[config.mk]
export PLATFORM = sky130hd
export DESIGN_NAME = ball_controller
export DESIGN_NICKNAME = d
export VERILOG_FILES = /design/src/rtl/pong_pkg.sv /design/src/rtl/vsync_tick.sv /design/src/rtl/ball_controller.sv
export SDC_FILE = /design/constraint.sdc
export NUM_CORES = 1
export LEC_CHECK = 0
export CAP_MARGIN = 20
export CORE_MARGIN = 2
export CORE_UTILIZATION = 30
export CTS_BUF_LIST = sky130_fd_sc_hd__clkbuf_8
export DETAILED_ROUTE_END_ITERATION = 10
export GPL_ROUTABILITY_DRIVEN = 0
export HOLD_SLACK_MARGIN = 0.15
export PLACE_DENSITY = 0.59
export SLEW_MARGIN = 0
export SYNTH_ARGS = -nofsm -noshare
export SYNTH_HDL_FRONTEND = slang
export SYNTH_HIERARCHICAL = 1
export SYNTH_SLANG_ARGS = --single-unit
[constraint.sdc]
create_clock -name pixel_clock -period 4.8 [get_ports pixel_clock]
set_input_delay 0.72 -clock pixel_clock [delete_from_list [all_inputs] [get_ports pixel_clock]]
set_output_delay 0.72 -clock pixel_clock [all_outputs]
set_load 0.005 [all_outputs]
[src/rtl/pong_pkg.sv]
// pong_pkg: shared definitions for the pong playfield blocks.
//   - ball_state_t : ball sequencer FSM encoding (SERVE..OVER)
//   - PONG_*       : default playfield geometry and position bus width
package pong_pkg;

  localparam int PONG_POSITION_REG_MAX = 11;
  localparam int PONG_GRAPHICS_WIDTH   = 1280;
  localparam int PONG_GRAPHICS_HEIGHT  = 800;
  localparam int PONG_BORDER_WIDTH     = 50;
  localparam int PONG_BALL_RADIUS      = 10;
  localparam int PONG_BALL_SPEED       = 6;
  localparam int PONG_PADDLE_X         = 110;
  localparam int PONG_PADDLE_WIDTH     = 20;
  localparam int PONG_PADDLE_LENGTH    = 200;

  typedef enum logic [2:0] {
    ST_SERVE  = 3'd0,
    ST_PLAY   = 3'd1,
    ST_STEP_X = 3'd2,
    ST_STEP_Y = 3'd3,
    ST_OVER   = 3'd4
  } ball_state_t;

endpackage

[src/rtl/vsync_tick.sv]
// vsync_tick: rising-edge detector on vertical sync, giving one tick per frame.
// Ports:
//   pixel_clock       in  : clock
//   reset             in  : synchronous, active-high
//   vga_vertical_sync in  : vsync, already in the pixel_clock domain
//   tick              out : high for the cycle in which vsync is seen rising
module vsync_tick (
  input  logic pixel_clock,
  input  logic reset,
  input  logic vga_vertical_sync,
  output logic tick
);

  logic vsync_last_reg;

  // The last-vsync register resets high so a vsync already high when reset
  // is released does not produce a spurious tick.
  always_ff @(posedge pixel_clock) begin
    if (reset) begin
      vsync_last_reg <= 1'b1;
    end else begin
      vsync_last_reg <= vga_vertical_sync;
    end
  end

  assign tick = vga_vertical_sync & ~vsync_last_reg;

endmodule

[src/rtl/ball_controller.sv]
// ball_controller: frame-rate ball sequencer for the pong playfield.
// Once per frame it steps the ball, bounces it off the border and paddle,
// and counts misses through a SERVE/PLAY/STEP_X/STEP_Y/OVER state machine.
// Ports:
//   pixel_clock       in  : clock
//   reset             in  : synchronous, active-high
//   vga_vertical_sync in  : vsync (pixel_clock domain)
//   paddle_y          in  : paddle top edge
//   serve_button      in  : restarts play from game over (level)
//   ball_x, ball_y    out : ball centre
//   miss_pulse        out : one-cycle strobe per miss
//   miss_count        out : misses this game
//   game_over         out : high while in OVER
//   state             out : FSM state
module ball_controller
  import pong_pkg::*;
#(
  parameter int GRAPHICS_WIDTH     = PONG_GRAPHICS_WIDTH,
  parameter int GRAPHICS_HEIGHT    = PONG_GRAPHICS_HEIGHT,
  parameter int POSITION_REG_MAX   = PONG_POSITION_REG_MAX,
  parameter int BORDER_WIDTH       = PONG_BORDER_WIDTH,
  parameter int BALL_RADIUS        = PONG_BALL_RADIUS,
  parameter int BALL_SPEED         = PONG_BALL_SPEED,
  parameter int PADDLE_X           = PONG_PADDLE_X,
  parameter int PADDLE_WIDTH       = PONG_PADDLE_WIDTH,
  parameter int PADDLE_LENGTH      = PONG_PADDLE_LENGTH,
  parameter int SERVE_DELAY_FRAMES = 60,
  parameter int MISS_LIMIT         = 3
) (
  input  logic                    pixel_clock,
  input  logic                    reset,
  input  logic                    vga_vertical_sync,
  input  logic [POSITION_REG_MAX:0] paddle_y,
  input  logic                    serve_button,
  output logic [POSITION_REG_MAX:0] ball_x,
  output logic [POSITION_REG_MAX:0] ball_y,
  output logic                    miss_pulse,
  output logic [1:0]              miss_count,
  output logic                    game_over,
  output logic [2:0]              state
);

  typedef logic [POSITION_REG_MAX:0] pos_t;

  localparam int SERVE_CNT_W = $clog2(SERVE_DELAY_FRAMES + 1);
  localparam logic [SERVE_CNT_W-1:0] SERVE_RELOAD = SERVE_CNT_W'(SERVE_DELAY_FRAMES);
  localparam logic [SERVE_CNT_W-1:0] SERVE_ONE    = SERVE_CNT_W'(1);

  localparam pos_t CENTER_X     = pos_t'(GRAPHICS_WIDTH / 2);
  localparam pos_t CENTER_Y     = pos_t'(GRAPHICS_HEIGHT / 2);
  localparam pos_t SPEED        = pos_t'(BALL_SPEED);
  localparam pos_t RADIUS       = pos_t'(BALL_RADIUS);
  // All limits are pre-folded so the datapath only adds to the ball position.
  localparam pos_t X_RIGHT_WALL = pos_t'(GRAPHICS_WIDTH - BORDER_WIDTH);
  localparam pos_t X_RIGHT_REST = pos_t'(GRAPHICS_WIDTH - BORDER_WIDTH - BALL_RADIUS);
  localparam pos_t X_MISS       = pos_t'(BORDER_WIDTH + BALL_RADIUS + BALL_SPEED);
  localparam pos_t PADDLE_FACE  = pos_t'(PADDLE_X + PADDLE_WIDTH + BALL_RADIUS);
  localparam pos_t PADDLE_CATCH = pos_t'(PADDLE_X + PADDLE_WIDTH + BALL_RADIUS + BALL_SPEED);
  localparam pos_t PADDLE_SPAN  = pos_t'(PADDLE_LENGTH + BALL_RADIUS);
  localparam pos_t Y_TOP_HIT    = pos_t'(BORDER_WIDTH + BALL_RADIUS + BALL_SPEED);
  localparam pos_t Y_TOP_REST   = pos_t'(BORDER_WIDTH + BALL_RADIUS);
  localparam pos_t Y_BOT_WALL   = pos_t'(GRAPHICS_HEIGHT - BORDER_WIDTH);
  localparam pos_t Y_BOT_REST   = pos_t'(GRAPHICS_HEIGHT - BORDER_WIDTH - BALL_RADIUS);

  logic tick;

  vsync_tick u_vsync_tick (
    .pixel_clock       (pixel_clock),
    .reset             (reset),
    .vga_vertical_sync (vga_vertical_sync),
    .tick              (tick)
  );

  ball_state_t             state_reg, state_next;
  pos_t                    ball_x_reg, ball_x_next;
  pos_t                    ball_y_reg, ball_y_next;
  logic                    dx_neg_reg, dx_neg_next;
  logic                    dy_neg_reg, dy_neg_next;
  logic [1:0]              miss_count_reg, miss_count_next;
  logic                    miss_pulse_reg, miss_pulse_next;
  logic                    game_over_reg;
  logic [SERVE_CNT_W-1:0]  serve_cnt_reg, serve_cnt_next;

  logic       paddle_hit;
  logic       left_miss;
  logic [1:0] miss_count_inc;
  logic       miss_final;

  // Paddle hit: ball crosses the paddle face this step and overlaps it
  // vertically. It is tested first so a hit always wins over a miss.
  assign paddle_hit = dx_neg_reg
                    && (ball_x_reg > PADDLE_FACE)
                    && (ball_x_reg <= PADDLE_CATCH)
                    && (ball_y_reg + RADIUS >= paddle_y)
                    && (ball_y_reg <= paddle_y + PADDLE_SPAN);
  assign left_miss      = dx_neg_reg && !paddle_hit && (ball_x_reg <= X_MISS);
  assign miss_count_inc = miss_count_reg + 2'd1;
  assign miss_final     = (miss_count_inc == 2'(MISS_LIMIT));

  // State and datapath registers
  always_ff @(posedge pixel_clock) begin
    if (reset) begin
      state_reg      <= ST_SERVE;
      ball_x_reg     <= CENTER_X;
      ball_y_reg     <= CENTER_Y;
      dx_neg_reg     <= 1'b0;
      dy_neg_reg     <= 1'b0;
      miss_count_reg <= 2'd0;
      miss_pulse_reg <= 1'b0;
      game_over_reg  <= 1'b0;
      serve_cnt_reg  <= SERVE_RELOAD;
    end else begin
      state_reg      <= state_next;
      ball_x_reg     <= ball_x_next;
      ball_y_reg     <= ball_y_next;
      dx_neg_reg     <= dx_neg_next;
      dy_neg_reg     <= dy_neg_next;
      miss_count_reg <= miss_count_next;
      miss_pulse_reg <= miss_pulse_next;
      game_over_reg  <= (state_next == ST_OVER);
      serve_cnt_reg  <= serve_cnt_next;
    end
  end

  // Next-state logic
  always_comb begin
    state_next = state_reg;
    case (state_reg)
      ST_SERVE:  if (tick && (serve_cnt_reg <= SERVE_ONE)) state_next = ST_PLAY;
      ST_PLAY:   if (tick) state_next = ST_STEP_X;
      ST_STEP_X: begin
        if (left_miss) state_next = miss_final ? ST_OVER : ST_SERVE;
        else           state_next = ST_STEP_Y;
      end
      ST_STEP_Y: state_next = ST_PLAY;
      ST_OVER:   if (tick && serve_button) state_next = ST_SERVE;
      default:   state_next = ST_SERVE;
    endcase
  end

  // Datapath / output logic
  always_comb begin
    ball_x_next     = ball_x_reg;
    ball_y_next     = ball_y_reg;
    dx_neg_next     = dx_neg_reg;
    dy_neg_next     = dy_neg_reg;
    miss_count_next = miss_count_reg;
    miss_pulse_next = 1'b0;
    serve_cnt_next  = serve_cnt_reg;
    case (state_reg)
      ST_SERVE: begin
        ball_x_next = CENTER_X;
        ball_y_next = CENTER_Y;
        if (tick) begin
          if (serve_cnt_reg <= SERVE_ONE) begin
            // Launch rightwards; alternate the vertical direction each serve.
            serve_cnt_next = SERVE_RELOAD;
            dx_neg_next    = 1'b0;
            dy_neg_next    = ~dy_neg_reg;
          end else begin
            serve_cnt_next = serve_cnt_reg - SERVE_ONE;
          end
        end
      end
      ST_STEP_X: begin
        if (paddle_hit) begin
          ball_x_next = PADDLE_FACE;
          dx_neg_next = 1'b0;
        end else if (left_miss) begin
          miss_pulse_next = 1'b1;
          miss_count_next = miss_count_inc;
          ball_x_next     = CENTER_X;
          ball_y_next     = CENTER_Y;
          serve_cnt_next  = SERVE_RELOAD;
        end else if (dx_neg_reg) begin
          ball_x_next = ball_x_reg - SPEED;
        end else if (ball_x_reg + SPEED + RADIUS >= X_RIGHT_WALL) begin
          ball_x_next = X_RIGHT_REST;
          dx_neg_next = 1'b1;
        end else begin
          ball_x_next = ball_x_reg + SPEED;
        end
      end
      ST_STEP_Y: begin
        if (dy_neg_reg) begin
          if (ball_y_reg <= Y_TOP_HIT) begin
            ball_y_next = Y_TOP_REST;
            dy_neg_next = 1'b0;
          end else begin
            ball_y_next = ball_y_reg - SPEED;
          end
        end else if (ball_y_reg + SPEED + RADIUS >= Y_BOT_WALL) begin
          ball_y_next = Y_BOT_REST;
          dy_neg_next = 1'b1;
        end else begin
          ball_y_next = ball_y_reg + SPEED;
        end
      end
      ST_OVER: begin
        ball_x_next = CENTER_X;
        ball_y_next = CENTER_Y;
        if (tick && serve_button) miss_count_next = 2'd0;
      end
      default: ;
    endcase
  end

  assign ball_x     = ball_x_reg;
  assign ball_y     = ball_y_reg;
  assign miss_pulse = miss_pulse_reg;
  assign miss_count = miss_count_reg;
  assign game_over  = game_over_reg;
  assign state      = state_reg;

endmodule

==> results by group, run 1 <==
Status
  • Status: completed

Power and ir drop
  • PwrDens: between 100 and 150 mW/mm2
  • Lkg Pwr: roughly 1.9 nW
  • Total power: roughly 670 uW
  • Maximum vdd drop: between 0.0001 and 0.00015 V
  • Switching Power: ~160 uW
  • P_int: a little over 500 uW
  • Clk pwr share: 0.411
  • Seq pwr share: 0.478
  • Sw Share: 0.244
  • Gate power share: 0.111

Timing
  • Final setup viols: 0
  • Worst Tran Pin Value: roughly 0.88 ns
  • RSZ-0062 raised after global routing: no
  • Setup Skew: approximately 0.017 ns
  • Minimum clock period: around 4.1 ns
  • Fin Setup TNS: 0 ns
  • Final Hold Viols: 0
  • Peak Freq: ~0.24 GHz
  • Slew Limit Fails: 0
  • Fin crit share: 0.851
  • Max_slew headroom: 0.406

Clocking
  • Clock tree buffer depth: 2
  • Post-CTS Setup Inserts: 0
  • CTS hold repair buffers: 0
  • H-tree Lvls: 2
  • Clk slew on worst S/H paths: 0.08 ns
  • CTS Buf Count: 5
  • Worst skew pair latency: roughly 0.30 ns
  • # clock sinks: 38
  • Clock root cell: clkbuf_8
  • CTS tree: built
  • Post-cts repair resize count: 0

Synthesis
  • Flops & latches, synth: 38
  • Synth Area per Inst: roughly 7.1 um2
  • Mapped Cells: ~640
  • Async S/R FF share, synth: 0
  • EDFF count, synth: 0
  • Synth Cell Area: 0.00452 mm2
  • Most area-hungry cell type in the Yosys netlist: dfxtp_1
  • Share of the synthesized area in the top cell type: 0.168
  • Yosys warnings: 6
  • Ys flop type: dfxtp_1
  • Register area share after synthesis: 0.168
  • Area contributors post-synth: dfxtp_1 17%, ha_1 11%, xnor2_1 6.6%, nor2_1 5.2%, nand2_1 5.0%
  • Yosys cell types: 75

Min path
  • Hold Startpoint: serve_cnt_reg[1]$_SDFFE_PP0P_
  • Worst Hold Class: flop to flop

Drt
  • Detail Route Antenna Nets: 0
  • Vias/cell: 5.55
  • # DRC: 0
  • Via total after detailed routing: roughly 4,700
  • Drt wl/cell: around 16 um
  • Pre-antenna DRT Iters: 5
  • Iteration-0 DRC Markers: approximately 340
  • DRT Wirelength: 13.5 mm

Global routing
  • Overall global routing resource usage: 0.166
  • Vias in the first global route: 4,474
  • Gr ovfl total: 0
  • Initial antenna violation count: 0
  • Largest net degree at the start of global routing: 33
  • First-pass GRT wire length: 22.3 mm

Die
  • Die area: around 0.016 mm2
  • Core ar.: around 0.015 mm2
  • Initial Utilization: 0.309
  • Die Wd: roughly 130 um
  • Rows: 44
  • I/O pin total: 47
  • Die Y: 127 um

Final layout
  • Inserted Diodes: 0
  • Layout area overhead: 15.3%
  • Final net count: between 700 and 800
  • Fillers: ~1,600
  • Share of cells above drive strength 1: 0.0471

Worst setup path
  • Startpoint Class: primary input
  • CP required: between 4 and 5 ns
  • Critical R2R Launch: ball_y[1]$_SDFFE_PP0P_
  • Critical path arrival: between 4 and 5 ns
  • Critical path type: primary input to flop
  • CP Max Fanout: 7
  • Crit path from: paddle_y[1]
  • Critical Path End Type: flop

Place
  • Port Buffers: 44
  • Placed wire-length estimate: ~9.9 mm

Flow run
  • Maxcap violations: 0
critical path, stage by stage:
cell and delay (ns):
clkdlybuf4s50_1 0.50, ha_1 0.20, a21oi_1 0.13, o21ai_0 0.31, nand4_1 0.16, xnor2_1 0.17, ha_1 0.33, nand4_1 0.11
o41ai_1 0.37, o221ai_1 0.37, and2_1 0.32, a31oi_1 0.17, nor2b_1 0.06, or3_1 0.35
worst paths after layout:
| kind | endpoint | slack [ns] | cells past startpoint |
|---|---|---|---|
| max reg2reg | ball_x[8]$_SDFFE_PP0P_ | 0.90 | 15 |
| min reg2reg | serve_cnt_reg[1]$_SDFFE_PP0P_ | 0.47 | 2 |
| max | ball_x[8]$_SDFFE_PP0P_ | 0.72 | 14 |
| min | serve_cnt_reg[1]$_SDFFE_PP0P_ | 0.47 | 2 |
cells in the final DEF (no fill, tap or decap), drive strengths merged, types with 10 or more instances in the layout:
master / netlist / layout
nor3: 25 / 25
nand4: 12 / 12
nor2: 64 / 64
or3: 12 / 12
o21ai: 37 / 37
xnor2: 34 / 34
xor2: 11 / 11
ha: 38 / 38
nand2b: 10 / 10
dfxtp: 38 / 38
nand3: 19 / 19
a21oi: 35 / 35
a21o: 11 / 11
nor2b: 12 / 12
a211oi: 15 / 15
inv: 34 / 36
clkdlybuf4s50: 0 / 44
nand2: 60 / 60
area by class of cell:
cell class,count,area [um2],share of cell area
timing repair buffer,53,508,0.0974
inverter,34,128,0.0245
clock inverter,3,37.5,0.00720
clock buffer,5,68.8,0.0132
sequential,38,761,0.146
multi-input combinational,525,3480,0.668
tap,184,230,0.0441
logic make-up after synthesis:
group / after synthesis / share of synthesized area
DFF: 38 / 0.168
xor gates and xnor gates: 45 / 0.0871
other: 1 / 0.000829
muxes: 5 / 0.0116
AOI/OAI and AO/OA: 179 / 0.282
and+or+nand+nor: 256 / 0.283
adders and majority gates: 38 / 0.105
buffers and inverters: 73 / 0.0631
routing by layer:
metal / part of all wire / GRT usage / vias to the layer above
li1: - / - / 2340
met4: 0.016 / 0.0459 / 0
met2: 0.46 / 0.264 / 145
met5: 0 / 0 / -
met1: 0.48 / 0.233 / 2172
met3: 0.052 / 0.0236 / 18
power groups by stage:
stage / combinational, mW / clock [mW] / sequential [mW]
after floorplan: 0.0467 / 0 / 0.325
after global placement: 0.0701 / 0 / 0.326
after detailed placement: 0.0733 / 0 / 0.326
after CTS: 0.0738 / 0.283 / 0.318
after global routing: 0.0825 / 0.293 / 0.319
final: 0.0739 / 0.274 / 0.318
Yosys cell counts (3+ instances only):
library cell / count
a211oi_1: 13
a21o_1: 11
a21oi_1: 35
a311oi_1: 4
a31oi_1: 9
a32oi_1: 3
and2_1: 5
and3_1: 6
buf_1: 5
buf_2: 3
clkbuf_1: 29
dfxtp_1: 38
ha_1: 38
inv_1: 34
mux2i_1: 3
nand2_1: 60
nand2b_1: 10
nand3_1: 19
nand3b_1: 3
nand4_1: 12
nor2_1: 63
nor2b_1: 12
nor3_1: 25
nor3b_1: 4
nor4_1: 8
o2111ai_1: 3
o211a_1: 3
o211ai_1: 3
o21a_1: 7
o21ai_0: 36
o21bai_1: 5
o22ai_1: 6
o31ai_1: 9
or2_1: 4
or2_2: 3
or3_1: 12
xnor2_1: 34
xor2_1: 11
per-stage QoR:
step                hold WS [ns]  area (um2)  worst slack, ns   util  std cells
finish                     0.471        5220            0.718  0.356        842
global route               0.496        5220            0.358  0.356        842
CTS                        0.477        5220            0.767  0.356        842
detailed placement         0.465        5110            0.451  0.349        834
global placement           0.461        5110            0.564  0.349        834
floorplan                  0.445        4530             1.14      -        636
Power figures use the tool's default switching activity.
==> inputs of run 2 (changes only) <==
--- a/config.mk
+++ b/config.mk
@@ -5,12 +5,13 @@
 export SDC_FILE = /design/constraint.sdc
 export NUM_CORES = 1
 export LEC_CHECK = 0
+export ABC_CLOCK_PERIOD_IN_PS = 4800
 export CAP_MARGIN = 20
 export CORE_MARGIN = 2
 export CORE_UTILIZATION = 30
 export CTS_BUF_LIST = sky130_fd_sc_hd__clkbuf_8
 export DETAILED_ROUTE_END_ITERATION = 10
-export GPL_ROUTABILITY_DRIVEN = 0
+export GPL_ROUTABILITY_DRIVEN = 1
 export HOLD_SLACK_MARGIN = 0.15
 export PLACE_DENSITY = 0.59
 export SLEW_MARGIN = 0
==> results of run 2 <==
Final layout, timing and power as in run 1 (identical DEF).
